<file path="config.mk">
export PLATFORM = sky130hd
export DESIGN_NAME = miner_job_ctrl
export DESIGN_NICKNAME = d
export VERILOG_FILES = /design/src/rtl/miner_pkg.sv /design/src/rtl/job_loader.sv /design/src/rtl/miner_job_ctrl.sv
export SDC_FILE = /design/constraint.sdc
export NUM_CORES = 1
export LEC_CHECK = 0
export BUFFER_PORTS_ARGS = -buffer_cell sky130_fd_sc_hd__buf_2
export CORE_AREA = 2 2 360 362
export CTS_CLUSTER_SIZE = 40
export DETAILED_ROUTE_END_ITERATION = 10
export DIE_AREA = 0 0 362 364
export SLEW_MARGIN = 25
export SYNTH_ARGS = -nofsm -noshare
export SYNTH_HDL_FRONTEND = slang
export SYNTH_SLANG_ARGS = --single-unit
</file>
<file path="constraint.sdc">
create_clock -name clk -period 2.7 [get_ports clk]
set_input_delay 0.27 -clock clk [delete_from_list [all_inputs] [get_ports clk]]
set_output_delay 0.27 -clock clk [all_outputs]
set_load 0.005 [all_outputs]
</file>
<file path="src/rtl/miner_pkg.sv">
// miner_pkg -- shared definitions for the miner job controller.
//   JOB_BYTES / field offsets : layout of the 80-byte big-endian job stream
//   state_t                   : controller states
//   LED_*                     : bit positions on the 8-bit board LED port
//   nonce_offset()            : per-core offset into the 32-bit nonce space
package miner_pkg;

    localparam int JOB_BYTES = 80;
    localparam int JOB_BITS  = JOB_BYTES * 8;

    // Byte offsets of each field within the job stream.
    localparam int OFS_DIGEST_INITIAL = 0;
    localparam int OFS_DIGEST_MID     = 32;
    localparam int OFS_MERKLE         = 64;
    localparam int OFS_TIME           = 68;
    localparam int OFS_TARGET         = 72;
    localparam int OFS_NONCE_BASE     = 76;

    typedef enum logic [2:0] {
        IDLE,
        LOAD,
        DISPATCH,
        RUN,
        REPORT
    } state_t;

    localparam int LED_HEARTBEAT = 0;
    localparam int LED_LOAD      = 1;
    localparam int LED_BUSY      = 2;
    localparam int LED_FOUND     = 3;
    localparam int LED_EXHAUSTED = 4;
    localparam int LED_CORE_LSB  = 5;

    // idx * 2^(32 - core_bits) mod 2^32. Computed wide so a single core
    // (core_bits = 0) cleanly yields a zero offset instead of a 32-bit shift.
    function automatic logic [31:0] nonce_offset(input int unsigned idx,
                                                 input int unsigned core_bits);
        logic [63:0] wide;
        wide = 64'(idx) << (32 - core_bits);
        return wide[31:0];
    endfunction

endpackage

</file>
<file path="src/rtl/job_loader.sv">
// job_loader -- 80-byte job shift register with byte counter.
//   clk, rst_n       : clock, async active-low reset
//   byte_data        : incoming job byte
//   byte_accept      : byte_data is consumed this cycle
//   load_done        : combinational pulse while the 80th byte is accepted
//   digest_initial.. : job fields decoded from the register
//   nonce_base_next  : nonce_base as it will read after this cycle's shift
module job_loader
    import miner_pkg::*;
(
    input  logic         clk,
    input  logic         rst_n,
    input  logic [7:0]   byte_data,
    input  logic         byte_accept,
    output logic         load_done,
    output logic [255:0] digest_initial,
    output logic [255:0] digest_mid,
    output logic [31:0]  merkle,
    output logic [31:0]  time_val,
    output logic [31:0]  target,
    output logic [31:0]  nonce_base_next
);

    localparam int DI_MSB = JOB_BITS - 1 - 8 * OFS_DIGEST_INITIAL;
    localparam int DM_MSB = JOB_BITS - 1 - 8 * OFS_DIGEST_MID;
    localparam int MK_MSB = JOB_BITS - 1 - 8 * OFS_MERKLE;
    localparam int TM_MSB = JOB_BITS - 1 - 8 * OFS_TIME;
    localparam int TG_MSB = JOB_BITS - 1 - 8 * OFS_TARGET;

    logic [JOB_BITS-1:0] shift_q;
    logic [6:0]          count_q;

    // Bytes arrive big-endian, so shifting in at the LSB leaves byte 0 at the
    // top once all 80 are in. The counter returns to 0 after every job, so a
    // new job always starts from byte 0 without an explicit clear.
    // NOTE: the job register is reset even though it is wide: the job fields
    // are outputs and must read 0 out of reset. Sequential state uses <= so
    // every register samples pre-edge values regardless of statement order.
    always_ff @(posedge clk or negedge rst_n) begin
        if (!rst_n) begin
            shift_q <= '0;
            count_q <= '0;
        end else if (byte_accept) begin
            shift_q <= {shift_q[JOB_BITS-9:0], byte_data};
            count_q <= (count_q == 7'(JOB_BYTES - 1)) ? 7'd0 : count_q + 7'd1;
        end
    end

    assign load_done       = byte_accept && (count_q == 7'(JOB_BYTES - 1));
    assign nonce_base_next = {shift_q[23:0], byte_data};

    assign digest_initial = shift_q[DI_MSB -: 256];
    assign digest_mid     = shift_q[DM_MSB -: 256];
    assign merkle         = shift_q[MK_MSB -: 32];
    assign time_val       = shift_q[TM_MSB -: 32];
    assign target         = shift_q[TG_MSB -: 32];

endmodule

</file>
<file path="src/rtl/miner_job_ctrl.sv">
// miner_job_ctrl -- job controller for the SHA-256 miner.
// Loads an 80-byte job from a byte stream, splits the nonce space across
// NUM_CORES hashers, collects the first winning nonce and drives status LEDs.
//   clk, rst_n                : clock, async active-low reset
//   rx_data/rx_valid/rx_ready : job byte stream
//   digest_initial..target    : job words for the cores
//   core_nonce_start          : per-core start nonce, core i at [32i+31:32i]
//   core_start / core_abort   : one-cycle pulses to all cores
//   core_valid/core_nonce     : per-core solution report
//   core_done                 : per-core range exhausted (level)
//   result_*                  : valid/ready winning-nonce port
//   led                       : heartbeat, load, busy, found, exhausted, winner
module miner_job_ctrl
    import miner_pkg::*;
#(
    parameter int NUM_CORES = 4,
    parameter int HB_W      = 26
) (
    input  logic                   clk,
    input  logic                   rst_n,
    input  logic [7:0]             rx_data,
    input  logic                   rx_valid,
    output logic                   rx_ready,
    output logic [255:0]           digest_initial,
    output logic [255:0]           digest_mid,
    output logic [31:0]            merkle,
    output logic [31:0]            time_val,
    output logic [31:0]            target,
    output logic [32*NUM_CORES-1:0] core_nonce_start,
    output logic [NUM_CORES-1:0]   core_start,
    output logic [NUM_CORES-1:0]   core_abort,
    input  logic [NUM_CORES-1:0]   core_valid,
    input  logic [32*NUM_CORES-1:0] core_nonce,
    input  logic [NUM_CORES-1:0]   core_done,
    output logic                   result_valid,
    output logic [31:0]            result_nonce,
    output logic [2:0]             result_core,
    input  logic                   result_ready,
    output logic [7:0]             led
);

    localparam int CORE_BITS = $clog2(NUM_CORES);

    state_t state_q, state_d;

    logic            rx_en_q;
    logic            accept;
    logic            any_valid;
    logic            all_done;
    logic            load_done;
    logic [31:0]     nonce_base_next;
    logic [2:0]      win_idx;
    logic [31:0]     win_nonce;
    logic            start_d;
    logic            abort_d;
    logic            capture;
    logic            set_exhausted;
    logic            new_job;
    logic            found_q;
    logic            exhausted_q;
    logic [HB_W-1:0] hb_q;

    assign any_valid = |core_valid;
    assign all_done  = &core_done;

    // rx_ready is low for the first cycle after reset and in DISPATCH/REPORT.
    // In RUN it drops as soon as a winner (or exhaustion) is visible so a
    // simultaneous byte is held off instead of being half-consumed; it is then
    // taken normally once the controller is back in IDLE.
    // NOTE: every combinational output gets a default first, so no path
    // through the case leaves it unassigned and no latch is inferred.
    always_comb begin
        rx_ready = 1'b0;
        if (rx_en_q) begin
            case (state_q)
                IDLE, LOAD: rx_ready = 1'b1;
                RUN:        rx_ready = !any_valid && !all_done;
                default:    rx_ready = 1'b0;
            endcase
        end
    end

    assign accept = rx_valid && rx_ready;

    job_loader u_job_loader (
        .clk             (clk),
        .rst_n           (rst_n),
        .byte_data       (rx_data),
        .byte_accept     (accept),
        .load_done       (load_done),
        .digest_initial  (digest_initial),
        .digest_mid      (digest_mid),
        .merkle          (merkle),
        .time_val        (time_val),
        .target          (target),
        .nonce_base_next (nonce_base_next)
    );

    // Lowest-index winner: scanning downwards lets the lowest set bit win.
    always_comb begin
        win_idx   = '0;
        win_nonce = '0;
        for (int i = NUM_CORES - 1; i >= 0; i--) begin
            if (core_valid[i]) begin
                win_idx   = 3'(i);
                win_nonce = core_nonce[32*i +: 32];
            end
        end
    end

    // ---------------- FSM: state register ----------------
    always_ff @(posedge clk or negedge rst_n) begin
        if (!rst_n) state_q <= IDLE;
        else        state_q <= state_d;
    end

    // ---------------- FSM: next state ----------------
    always_comb begin
        state_d = state_q;
        case (state_q)
            IDLE:     if (accept) state_d = LOAD;
            LOAD:     if (load_done) state_d = DISPATCH;
            DISPATCH: state_d = RUN;
            RUN: begin
                if (any_valid)     state_d = REPORT;
                else if (all_done) state_d = IDLE;
                else if (accept)   state_d = LOAD;
            end
            REPORT:   if (result_ready) state_d = IDLE;
            default:  state_d = IDLE;
        endcase
    end

    // ---------------- FSM: outputs (next values of registered outputs) ----
    always_comb begin
        start_d       = (state_q == LOAD) && (state_d == DISPATCH);
        abort_d       = (state_q == RUN) && (any_valid || accept);
        capture       = (state_q == RUN) && any_valid;
        set_exhausted = (state_q == RUN) && !any_valid && all_done;
        new_job       = accept && ((state_q == IDLE) || (state_q == RUN));
    end

    always_ff @(posedge clk or negedge rst_n) begin
        if (!rst_n) begin
            rx_en_q          <= 1'b0;
            core_start       <= '0;
            core_abort       <= '0;
            core_nonce_start <= '0;
            result_valid     <= 1'b0;
            result_nonce     <= '0;
            result_core      <= '0;
            found_q          <= 1'b0;
            exhausted_q      <= 1'b0;
            hb_q             <= '0;
        end else begin
            rx_en_q      <= 1'b1;
            hb_q         <= hb_q + 1'b1;
            core_start   <= {NUM_CORES{start_d}};
            core_abort   <= {NUM_CORES{abort_d}};
            result_valid <= (state_d == REPORT);

            // Start nonces are taken from the value completing this cycle so
            // they are already valid alongside the core_start pulse.
            if (load_done) begin
                for (int i = 0; i < NUM_CORES; i++) begin
                    core_nonce_start[32*i +: 32] <=
                        nonce_base_next + nonce_offset(i, CORE_BITS);
                end
            end

            if (capture) begin
                result_nonce <= win_nonce;
                result_core  <= win_idx;
            end

            if (capture)      found_q <= 1'b1;
            else if (new_job) found_q <= 1'b0;

            if (set_exhausted) exhausted_q <= 1'b1;
            else if (new_job)  exhausted_q <= 1'b0;
        end
    end

    always_comb begin
        led                   = '0;
        led[LED_HEARTBEAT]    = hb_q[HB_W-1];
        led[LED_LOAD]         = (state_q == LOAD);
        led[LED_BUSY]         = (state_q == DISPATCH) || (state_q == RUN);
        led[LED_FOUND]        = found_q;
        led[LED_EXHAUSTED]    = exhausted_q;
        led[LED_CORE_LSB +: 3] = result_core;
    end

endmodule

</file>
* Word-level counts from Yosys, hierarchy flattened
Index checks and enable logic that the tools add are counted.
Storage, ports and cells: register bits after elaboration 845, output and inout bits 789, input port bits 148
Operators by class: muxes and demuxes 20, reductions and logical operators 20, eq/ne operators 7, add/sub/neg operators 5
Operators by type and width (number):
- $mux 32 | 4
- $add 32x32->32 const B | 2
- $add 32x31->32 const B | 1
- $add 26x1->26 const B | 1
- $mux 3 | 8
- $pmux 3 s5 | 1
- $eq 3x2->1 const B | 3
- $logic_and 1x1->1 | 9
- $add 7x1->7 const B | 1
- $eq 7x7->1 const B | 1
- $mux 7 | 1
- $eq 3x3->1 const B | 2
- $mux 1 | 4
- $reduce_and 4->1 | 1
- $reduce_bool 2->1 | 2
- $reduce_or 4->1 | 1
- $eq 3x1->1 const B | 1
- $logic_not 3->1 | 1
- $logic_or 1x1->1 | 3
- $logic_not 1->1 | 2
- $mux 2 | 1
- $pmux 1 s2 | 1
- $reduce_or 2->1 | 1

* Logic depth before layout (Yosys ltp)
Gate-level depths: netlist of the first run.
depth after elaboration 12, mapped depth 8

* By module
A second synthesis of the first run with hierarchy kept.
Unflattened totals: cells, all modules 2550, area, all modules 34620.7 µm²
By module, submodules not included:
- job_loader | area an instance 29111.7 µm², cells an instance 2027, seq. area each 16190.5 µm², times used 1
- miner_job_ctrl | area an instance 5509.0 µm², cells an instance 523, seq. area each 2627.5 µm², times used 1

* Worst setup path before layout of the first run
OpenSTA, ideal clock, no wires.
path type register -> register, start reg u_job_loader.count_q[0], end reg core_nonce_start[107], slack 0.578 ns, data arrival time 1.997 ns, clock period less this slack 2.122 ns, stages on the path, launching flop included 7, cells stage by stage dfrtp_1 ha_1 nand3_1 or3_4 nor3_4 buf_6 mux2_2
Between the ends: cells in the longest elaborated chain, start to end 2
RTL lines:
- start: declaration | RTL line job_loader.sv:31 | logic [6:0] count_q;
- start signal: assignment | RTL line job_loader.sv:45 | count_q <= (count_q == 7'(JOB_BYTES - 1)) ? 7'd0 : count_q + 7'd1;
- $eq 7x7->1 | RTL line job_loader.sv:49 | assign load_done = byte_accept && (count_q == 7'(JOB_BYTES - 1));
- $logic_and 1x1->1 | RTL line job_loader.sv:49
- end signal: indexed assignment | RTL line miner_job_ctrl.sv:166 | core_nonce_start[32*i +: 32] <=
- end: declaration | RTL line miner_job_ctrl.sv:29 | output logic [32*NUM_CORES-1:0] core_nonce_start,
Every way passes these cells. A chain may end at the register's enable or synchronous reset.

* Worst setup path in the final report of the first run
start in core_valid[2], end reg result_nonce[4]
Between the ends: cells in the longest elaborated chain, start to end 3
RTL lines:
- start: declaration | RTL line miner_job_ctrl.sv:32 | input logic [NUM_CORES-1:0] core_valid,
- $mux 32 (3 in a row) | RTL line miner_job_ctrl.sv:104 | if (core_valid[i]) begin
- end signal: assignment | RTL line miner_job_ctrl.sv:172 | result_nonce <= win_nonce;
- end: declaration | RTL line miner_job_ctrl.sv:36 | output logic [31:0] result_nonce,
Several ways; a longest one is shown, not always the timed one.

==> results of run 1 <==
cell families after synthesis:
logic type      Yosys count  share of synthesized area [%]
compound gates          120                          2.439
xor+xnor                 27                         0.6323
fa+ha+maj                 2                        0.06690
buf+inv                 826                          18.48
flops                   752                          50.32
mux                     676                          26.39
other cells               2                        0.02008
simple gates            111                          1.656
what timing repair did:
| item | CTS | global route |
|---|---|---|
| resized for setup | 0 | 4 |
| hold buffers | 109 | 0 |
| setup endpoints to repair | 0 | 1 |
| endpoints found under the hold margin | 97 | 0 |
flip-flops by register name, indices dropped and copies added, names as in the netlist:
name / flops
core_start: 1
found_q: 1
u_job_loader.shift_q: 640
rx_en_q: 1
hb_q: 26
core_nonce_start: 36
result_nonce: 32
state_q: 3
exhausted_q: 1
result_valid: 1
core_abort: 1
u_job_loader.count_q: 7
result_core: 2
final timing paths:
| check | to | slack (ns) |
|---|---|---|
| worst max-delay path | result_nonce[4] | 0.09 |
| worst min-delay path | result_nonce[6] | 0.11 |
| worst max register to register | result_nonce[13] | 0.36 |
| worst min register to register | hb_q[0] | 0.44 |
| max in group asynchronous | u_job_loader.shift_q[191] | 1.45 |
| min in group asynchronous | u_job_loader.shift_q[546] | 0.26 |
through the flow:
stage | worst slack, ns | hold slack (ns)
floorplan | 0.5779 | -0.02559
detailed placement | 0.2780 | 0.3818
global route | 0.05079 | 0.07333
finish | 0.08760 | 0.1125
global placement | 0.2949 | 0.3753
CTS | 0.06873 | 0.01611
cells in the mapped netlist (all sizes together), types with 3 or more instances:
master | count | area (µm²)
a21oi | 3 | 15.01
a221oi | 32 | 280.3
and2 | 4 | 25.02
and3 | 8 | 50.05
and4 | 5 | 43.79
buf | 794 | 6792
clkbuf | 26 | 97.59
dfrtp | 752 | 18820
inv | 6 | 22.52
mux2 | 673 | 9838
mux2i | 3 | 30.03
nand2 | 41 | 153.9
nand2b | 3 | 18.77
nand3 | 15 | 75.07
nand4 | 8 | 50.05
nor2 | 7 | 42.54
nor2b | 6 | 37.54
nor3 | 3 | 26.28
nor4 | 3 | 33.78
o21ai | 3 | 15.01
o22ai | 33 | 206.5
o31ai | 36 | 270.3
o41ai | 4 | 35.03
xnor2 | 22 | 192.7
xor2 | 5 | 43.79
worst register-to-register path, stage by stage, from the launching register on:
cell and delay (ns):
dfrtp_1 0.49, and3b_1 0.27, buf_4 0.19, nand2_2 0.13
buf_12 0.21, o31ai_1 0.36, dlygate4sd3_1 0.60
power by group through the flow:
stage	Combinational, µW	Clock, µW	Sequential [µW]
6_report	3430	11800	13000
5_1_grt	3680	12600	13200
4_1_cts	3460	12200	13100
3_5_place_dp	3360	0	13200
3_3_place_gp	3310	0	13200
2_1_floorplan	2970	0	12800
final cells by class:
type	count	share of cell area, %
clock inverters	30	1.056
repair buffers	1132	16.10
multi-input cells	939	27.62
inverters	6	0.05322
well taps	1675	4.952
flip-flops and latches	752	44.47
clock buffers	121	5.748
metal layers:
metal	part of all wire (%)	track usage [%]	vias up
li1	-	-	8745
met3	9.0	4.707	165
met5	0.052	0	-
met2	45	20.59	891
met1	43	18.49	10280
met4	3.1	5.408	4
==> results.toml, run 1 <==
[worst_setup_path]
reg2regPathDepth = 6
critPathRequiredTime_ns = 3.30
cp-start-kind = "input pin"
worstPathMaxFanout = 36
critPathBufInv = 6
crit_type = "input pin to flop"
crit_top_cell = "dlygate4sd3_1"
cp_num_cells = 9
crit_start = "core_valid[2]"
cp.arrival_ns = 3.21
r2r-start = "state_q[1]"
path_cells = "dlygate4sd3_1, buf_2, buf_6, nor2b_4, buf_6, a221oi_2, dlygate4sd3_1, o31ai_1, dlygate4sd3_1"
max_stage_delay_ns = 0.59
crit_path_end_kind = "flop"
slowest_stage = "dlygate4sd3_1"
crit_family = "buffers and inverters"

[route]
drtIter0Drc = 1591
wl_per_cell_um = 20.50
vias_per_cell = 4.315
dr.pass1.iters = 5
ant_nets = 0
route.detailed.drc = 0
wl_um = 95410
num_vias = 20080

[placed_design]
portBuffers = 934
gp_congestion = 0.8525
post-dp-hpwl_um = 70400
dpl_cell_area_mm2 = 0.03833
place_inst = 4395

[floorplanning]
initial_core_util_pct = 29.14
fp-row-count = 132
fp.dieH_um = 364
core_mm2 = 0.1283
io_pins = 937
die_w_um = 362
dieArea_mm2 = 0.1318

[clocking]
cts.sinks = 752
cts_tree = "done"
numCtsBuffers = 85
clk-insertion-delay-late_ns = 0.68
htree_levels = 3
root_buffer = "clkbuf_16"
cts_setup_buffers = 0
clock_path_buffers = 3
clk_pin_slew_ns = 0.06

[grt]
antenna_found_initial = 3
gr-total-overflow = 0
grtUsageTotal_pct = 13.85
grt_start_max_net_pins = 80
grt_pass1_vias = 20140
grt_pass1_wl_um = 137500

[timing]
timing.fmax_mhz = 382.8
fin_skew_ns = 0.02965
setup_viol = 0
tns_ns = 0
period_needed_ns = 2.612
drv_slew = 0
rsz0062_at_grt = "no"
relSlewSlack_pct = 35.84
hold_violations = 0
fin_crit_sh_pct = 96.76
worstMarginPinSlew_ns = 0.9624

[power_and_ir_drop]
switchingPower_uw = 7174
power_frac_comb_pct = 12.1
leakage_uw = 0.02287
swShare_pct = 25.40
finalPower_uw = 28250
clkPwrFrac_pct = 41.7
vdd_drop_max_mv = 0.5754
p_per_area_mw_per_mm2 = 667.5
seqPwrFrac_pct = 46.1
p_int_uw = 21070

[finish]
nets = 3066
multi_input_area_mm2 = 0.01169
fillers = 12590
final_util_pct = 32.98
final_common_cell = "buf_2"
antennaDiodeCount = 0
layout_common_cells = "buf_2, dfrtp_1, mux2_4, dlygate4sd3_1, clkbuf_16"
final_cells = 4655
drive_gt1_share_pct = 60.94
final_area_mm2 = 0.04232
area_growth_pct = 13.15
seq_area_mm2 = 0.01882

[yosys]
async_reset_ff_share_pct = 100.0
synthFlopType = "dfrtp_1"
synthCells = 2516
syn_area_mm2 = 0.03740
synth.distinct_cells = 51
ys_warn_count = 0
synth_edf_count = 0
synth_area_per_cell_um2 = 14.86
synth_seq_cells = 752
seq_area_frac_synth_pct = 50.32

[run_status]
status = "finished, final reports clean"

[min_path]
min_from = "core_nonce[70]"
worst_hold_path_type = "input pin to flop"
whs_path_depth = 3

[flow_run]
maxCapViolations = 0
Power figures use the tool's default switching activity.
==> run 2, diff against run 1 <==
--- a/config.mk
+++ b/config.mk
@@ -6,10 +6,12 @@
 export NUM_CORES = 1
 export LEC_CHECK = 0
 export BUFFER_PORTS_ARGS = -buffer_cell sky130_fd_sc_hd__buf_2
-export CORE_AREA = 2 2 360 362
+export CAP_MARGIN = 10
+export CORE_ASPECT_RATIO = 0.5
+export CORE_MARGIN = 2
+export CORE_UTILIZATION = 25
 export CTS_CLUSTER_SIZE = 40
 export DETAILED_ROUTE_END_ITERATION = 10
-export DIE_AREA = 0 0 362 364
 export SLEW_MARGIN = 25
 export SYNTH_ARGS = -nofsm -noshare
 export SYNTH_HDL_FRONTEND = slang
==> run 2 against run 1 <==
Routed wire length up 12%. Die area up 16%. Via count down 1.0%. Clock power down 8%. Combinational power about the same. Register-to-register slack worse by 0.11 ns. Sequential power about the same. Critical path type unchanged. Largest power group unchanged.
==> results.toml, run 2 (same netlist as run 1, synthesis figures left out) <==
[floorplanning]
die_w_um = 551.0
initial_core_util_pct = 25.16
io_pins = 937
core_mm2 = 0.1486
dieArea_mm2 = 0.1529
fp-row-count = 100
fp.dieH_um = 277.5

[clocking]
cts_setup_buffers = 0
cts.sinks = 752
clk_pin_slew_ns = 0.06
clock_path_buffers = 3
clk-insertion-delay-late_ns = 0.65
cts_tree = "done"
root_buffer = "clkbuf_16"
numCtsBuffers = 75
htree_levels = 3
cts_resized = 0

[finish]
drive_gt1_share_pct = 61.04
area_growth_pct = 11.90
multi_input_area_mm2 = 0.01168
layout_common_cells = "buf_2, dfrtp_1, mux2_4, dlygate4sd3_1, clkbuf_16"
fillers = 15120
largest_registers = "u_job_loader.shift_q: 640 flops, core_nonce_start: 36 flops, result_nonce: 32 flops"
largest_reg_flops = 640
final_cells = 4905
seq_area_mm2 = 0.01882
antennaDiodeCount = 0
nets = 3006
final_common_cell = "buf_2"
top_register = "u_job_loader.shift_q"

[power_and_ir_drop]
power_frac_comb_pct = 12.4
p_int_uw = 20040
swShare_pct = 26.74
switchingPower_uw = 7315
leakage_uw = 0.02240
seqPwrFrac_pct = 48.0
clkPwrFrac_pct = 39.6
vdd_drop_max_mv = 0.5012
p_per_area_mw_per_mm2 = 653.6

[placed_design]
post-dp-hpwl_um = 82350
gp_congestion = 0.9144
portBuffers = 934
place_inst = 4687

[worst_setup_path]
reg2regPathDepth = 6
crit_type = "input pin to flop"
crit_path_end_kind = "flop"
worstPathMaxFanout = 32
r2r_slack_ns = 0.25
r2r-start = "state_q[1]"
r2r_end = "u_job_loader.shift_q[625]"
cp.arrival_ns = 3.11
critPathRequiredTime_ns = 3.27
cp-start-kind = "input pin"

[grt]
grt_pass1_wl_um = 154300
antenna_found_initial = 9
grt_pass1_vias = 20600
gr-total-overflow = 0
grtUsageTotal_pct = 13.63
grt_start_max_net_pins = 95

[timing]
fin_crit_sh_pct = 94.24
fin_skew_ns = 0.03019
worstMarginPinSlew_ns = 0.8671
relSlewSlack_pct = 42.19
tns_ns = 0
hold_violations = 0
period_needed_ns = 2.544
timing.fmax_mhz = 393.0
setup_viol = 0
rsz0062_at_grt = "no"
drv_slew = 0

[route]
wl_per_cell_um = 21.87
vias_per_cell = 4.053
route.detailed.drc = 0
wl_um = 107300
num_vias = 19880
dr.pass1.iters = 5
ant_nets = 0
drtIter0Drc = 1533

[min_path]
min_from = "core_nonce[101]"
whs_path_depth = 3
hold-path-endpoint = "result_nonce[5]"
worst_hold_path_type = "input pin to flop"

[flow_run]
maxCapViolations = 0

[run_status]
status = "finished, final reports clean"
-- run 2: cell types whose count changed in the layout (fill, tap and decap cells not counted), moves of 3 or more --
cell,before,now
dlygate4sd3_1,109,81
clkbuf_8,17,12
bufinv_16,6,3
clkbuf_16,85,76
buf_4,58,40
-- run 2: what timing repair did --
action	in CTS	in global routing
endpoints found under the hold margin	210	0
hold buffers	81	0
setup endpoints to repair	0	0
-- run 2: layout make-up --
class                      count  share of cell area [%]
clock buffer                 106                   5.101
clock inverter                31                  0.8850
inverter                       6                 0.05382
sequential                   752                   44.97
tap                         1989                   5.947
multi-input combinational    939                   27.90
timing repair buffer        1082                   15.14
-- run 2: layer usage --
| layer | part of all wire [%] | up-vias | global-route usage (%) |
|---|---|---|---|
| li1 | - | 8615 | - |
| met1 | 44 | 10560 | 18.66 |
| met2 | 47 | 525 | 21.39 |
| met3 | 5.0 | 173 | 2.864 |
| met4 | 3.2 | 2 | 4.397 |
| met5 | 0.012 | - | 0 |
-- run 2: power by group through the flow --
stage | registers [µW] | logic [µW] | clock network (µW)
6_report | 13100 | 3400 | 10800
5_1_grt | 13300 | 3610 | 11700
4_1_cts | 13200 | 3430 | 11200
3_5_place_dp | 13300 | 3320 | 0
3_3_place_gp | 13300 | 3280 | 0
2_1_floorplan | 12800 | 2970 | 0
-- run 2: metrics by stage --
step	hold WS, ns	util [%]	worst slack (ns)	instance area [µm²]	total power, µW
after detailed placement	0.2408	25.92	0.2861	38530	16670
after global placement	0.2295	25.92	0.2997	38530	16620
final	0.06124	28.15	0.1556	41850	27350
after global routing	0.01436	28.15	0.09700	41850	28620
after floorplan	-0.02559	-	0.5779	37400	15790
after CTS	0.001067	28.15	0.2157	41850	27820
-- run 2: worst max path at each step --
stage                                       start                   endpoint  slack (ns)  depth (start not counted)
after global placement               core_done[0]  u_job_loader.shift_q[639]        0.30                          6
after detailed placement               state_q[1]  u_job_loader.shift_q[626]        0.29                          6
after global routing                   state_q[1]                   rx_ready         0.1                          5
final                               core_valid[0]            result_nonce[2]        0.16                          9
after floorplan           u_job_loader.count_q[0]      core_nonce_start[107]        0.58                          6
after CTS                              state_q[1]                   rx_ready        0.22                          5
-- run 2: worst max-delay path, stage by stage --
cell	delay, ns
dlygate4sd3_1	0.56
buf_2	0.20
inv_1	0.07
nand2_1	0.06
buf_4	0.38
o22ai_1	0.14
dlygate4sd3_1	0.59
o31ai_1	0.24
dlygate4sd3_1	0.59
